### config.mk
export PLATFORM = sky130hd
export DESIGN_NAME = rotation_sequencer
export DESIGN_NICKNAME = d
export VERILOG_FILES = /design/src/rtl/rotation_sequencer.sv
export SDC_FILE = /design/constraint.sdc
export NUM_CORES = 1
export LEC_CHECK = 0
export CORE_MARGIN = 1.5
export CORE_UTILIZATION = 35
export DETAILED_ROUTE_END_ITERATION = 7
export PLACE_DENSITY = 0.67
export SYNTH_ARGS = -nofsm -noshare
export SYNTH_HDL_FRONTEND = slang
export SYNTH_SLANG_ARGS = --single-unit
### constraint.sdc
create_clock -name clk -period 1.59 [get_ports clk]
set_input_delay 0.3975 -clock clk [delete_from_list [all_inputs] [get_ports clk]]
set_output_delay 0.3975 -clock clk [all_outputs]
set_load 0.1 [all_outputs]
### src/rtl/rotation_sequencer.sv
// rtl/rotation_sequencer.sv - multi-cycle either-direction word rotator with start/busy/done
// One single-bit rotation per clock until the latched amount is used up.
module rotation_sequencer #(
  parameter int WIDTH = 8,
  parameter int CW    = 3
) (
  input  logic             clk,
  input  logic             rst,
  input  logic             start,
  input  logic [WIDTH-1:0] din,
  input  logic [CW-1:0]    amount,
  input  logic             dir,
  output logic             busy,
  output logic             done,
  output logic [WIDTH-1:0] dout
);

  typedef enum logic [1:0] {
    S_IDLE = 2'd0,
    S_ROT  = 2'd1,
    S_FIN  = 2'd2
  } state_t;

  localparam logic [CW-1:0] REM_ONE = {{(CW-1){1'b0}}, 1'b1};

  state_t           state, state_nx;
  logic [WIDTH-1:0] dout_nx;
  logic [CW-1:0]    rem, rem_nx;
  logic             dir_q, dir_nx;

  always_ff @(posedge clk) begin
    if (rst) begin
      state <= S_IDLE;
      dout  <= '0;
      rem   <= '0;
      dir_q <= 1'b0;
    end else begin
      state <= state_nx;
      dout  <= dout_nx;
      rem   <= rem_nx;
      dir_q <= dir_nx;
    end
  end

  always_comb begin
    state_nx = state;
    dout_nx  = dout;
    rem_nx   = rem;
    dir_nx   = dir_q;
    busy     = 1'b0;
    done     = 1'b0;
    case (state)
      S_IDLE: begin
        if (start) begin
          dout_nx  = din;
          rem_nx   = amount;
          dir_nx   = dir;
          state_nx = (amount == '0) ? S_FIN : S_ROT;
        end
      end
      S_ROT: begin
        busy = 1'b1;
        // left: MSB wraps to LSB; right: LSB wraps to MSB
        if (dir_q) begin
          dout_nx = {dout[WIDTH-2:0], dout[WIDTH-1]};
        end else begin
          dout_nx = {dout[0], dout[WIDTH-1:1]};
        end
        rem_nx = rem - REM_ONE;
        if (rem == REM_ONE) begin
          state_nx = S_FIN;
        end
      end
      S_FIN: begin
        busy     = 1'b1;
        done     = 1'b1;
        state_nx = S_IDLE;
      end
      default: begin
        state_nx = S_IDLE;
      end
    endcase
  end

endmodule

==> reports/summary.txt <==
status - complete, no violations
drt drc - 0
synth top area cells - dfxtp_1 33%, mux2i_1 9.4%, a211o_1 9.2%, ha_1 7.3%, a21oi_2 7.2%
Post-Syn Area - 856 sq um
slowest stage delay, CP - 0.34 ns
clock transition at the registers of the reported paths - 0.08 ns
clk sinks - 14
Critical Path Source Type - flop
unrepaired setup endpoints after global routing - no
ANT cells - 0
fin crit share - 0.964
Area growth syn-to-layout - 52.0%
first-pass GRT wire length - 3.18 mm
Initial DRC Count - 10
Worst path depth - 3
Synthesized Nets - 118
Critical Path AT - 1.14 ns
Antenna Nets Post-Route - 0
post-DP HPWL - 1.42 mm
H-tree Lvls - 1
worst-skew pair later-pin latency - 0.27 ns
vias in the first global route - 765
Max clock buf depth - 2
CTS root buf - clkbuf_4
Die X - 52.5 microns
Post-CTS Hold Fix Bufs - 0
Final min period - 1.53 ns
Num CTS Buffers - 3
final hold violation count - 0
CTS tree - yes
io pins - 25
Mapped Avg Cell Area - 8.73 sq um
Syn. warnings - 0
Overflow after GRT - 0
final number of setup-violating endpoints - 0
vias per cell - 5.09
Mapped Cells - 98
worst hold slack - 0.457 ns
WL/cell - 12.8 microns
Max Fclk - 0.652 GHz
CP max stage cell - dfxtp_2
hold path depth - 2
Worst setup EP type - primary output
P per Cell Area - 1240 nW/um^2
worst path required time - 1.19 ns
Final GP Congestion - 0.787
Pleak - 0.500 nW
total wire length - 1.95 mm
Setup CP Type - reg -> out
post-synthesis cell type count - 28
initial antenna violation count - 0
ratio of cells with drive above 1 in the final layout - 0.320
Worst slew margin - 0.669
#FFs+latches synth - 14
Synth Flop Type - dfxtp_1
critical path's top delay family - flip-flops
die height - 52.5 microns
Design Area, Final - 1300 sq um
worst hold path type - reg -> reg
PortBufs - 24
fillcell total - 214
WP buf/inv - 2
DRT Pass-1 Iters - 4
die area - 2750 sq um
worst r2r path cells - 6
global-route usage over all layers - 0.156
final net count - 147
area post-placement - 1270 sq um
cell accounting for the most synthesized area - dfxtp_1
number of synthesized flops with an enable pin - 0
pin count of the biggest net entering global routing - 21
Initial Util - 0.380
Fin Clk Skew - 0.00255 ns
DR vias - 779
max-cap violations - 0
CP Max Fanout - 3
Core Rows - 17
CORE AREA - 2250 sq um
Final Max Tran Viols - 0
Max IR drop VDD - 0.787 mV
Setup TNS - 0 ns
fraction of registers with async set/reset - 0
critical path, cell by cell - inv_1 -> ha_4 -> buf_12
register area share after synthesis - 0.327
top-area cell type share of the netlist area - 0.327
Worst Tran Pin Value - 0.496 ns
Power Total - 1.61 mW
-- cell usage after synthesis (2+ instances only) --
master    number
inv_1          6
nand2b_1       2
a21oi_1        4
mux2i_1        8
a211o_1        9
nor2b_1        2
nor2_1        10
buf_2          3
a21oi_2        7
ha_1           5
nand2_1       11
o21ai_0        2
dfxtp_1       14
-- sequential cells by signal, summed over array words and instances, names as in the netlist --
name   count
dir_q      1
dout       8
rem        3
state      2
-- routing by layer --
layer,wire length (microns),vias up,GRT usage,share of wire
met5,0,-,0,0
met4,0,0,0.0513,0
met3,108,0,0.0314,0.055
met2,927,21,0.269,0.47
met1,918,358,0.192,0.47
li1,-,400,-,-
-- cell families (layout without fill, tap and decap cells) --
logic type	count (synthesis)	in the layout	synth area share
buffers and inverters	13	40	0.0745
multiplexers	9	9	0.110
AO/OA/AOI/OAI	29	29	0.273
AND/OR/NAND/NOR	28	28	0.142
flip-flops	14	14	0.327
adder cells (fa/ha/maj)	5	5	0.0731
-- worst min-delay path, delay by kind of cell (launching register included) --
kind / cells / cell delay (ns)
compound gates: 1 / 0.05
simple gates: 1 / 0.05
flops: 1 / 0.31
-- power by group --
part / switching, mW / leakage [nW] / internal [mW] / total [mW]
clock network: 0.108 / 0.0138 / 0.0877 / 0.196
registers: 0.0732 / 0.119 / 0.413 / 0.487
logic: 0.540 / 0.367 / 0.389 / 0.929
-- through the flow --
stage | setup slack (ns) | util | std cells
floorplan | 0.0293 | - | 98
global placement | -0.0175 | 0.562 | 150
detailed placement | -0.0449 | 0.562 | 150
CTS | 0.0298 | 0.577 | 153
global route | 0.0109 | 0.577 | 153
finish | 0.0574 | 0.577 | 153
-- placed cells by master (no fill, tap or decap), types with 3 or more instances in the layout --
master	synthesis	layout
clkbuf_4	0	3
nor2_1	10	10
nand2_1	11	11
a21oi_1	4	4
a21oi_2	7	7
buf_4	1	6
dfxtp_1	14	5
ha_1	5	4
dfxtp_2	0	9
mux2i_1	8	8
a211o_1	9	9
inv_1	6	5
clkdlybuf4s50_1	0	14
buf_12	0	11
-- cell type report --
cell class | instances | area (sq um) | share of cell area
Tap cell | 28 | 35.0 | 0.0269
Timing Repair Buffer | 31 | 405 | 0.312
Multi-Input combinational cell | 71 | 524 | 0.403
Sequential cell | 14 | 292 | 0.224
Clock buffer | 3 | 22.5 | 0.0173
Inverter | 6 | 22.5 | 0.0173
-- worst paths after layout --
kind,endpoint,slack (ns),startpoint
setup / recovery,busy,0.06,state[1]
hold / removal,rem[1],0.46,rem[1]
setup reg to reg,dout[4],0.13,state[1]
hold reg to reg,rem[1],0.46,rem[1]
-- what timing repair did --
item	in CTS	in global routing
buffers inserted	0	0
gates cloned	0	0
setup endpoints to repair	1	2
gates resized for setup	2	1
(Power assumes the default switching activity.)
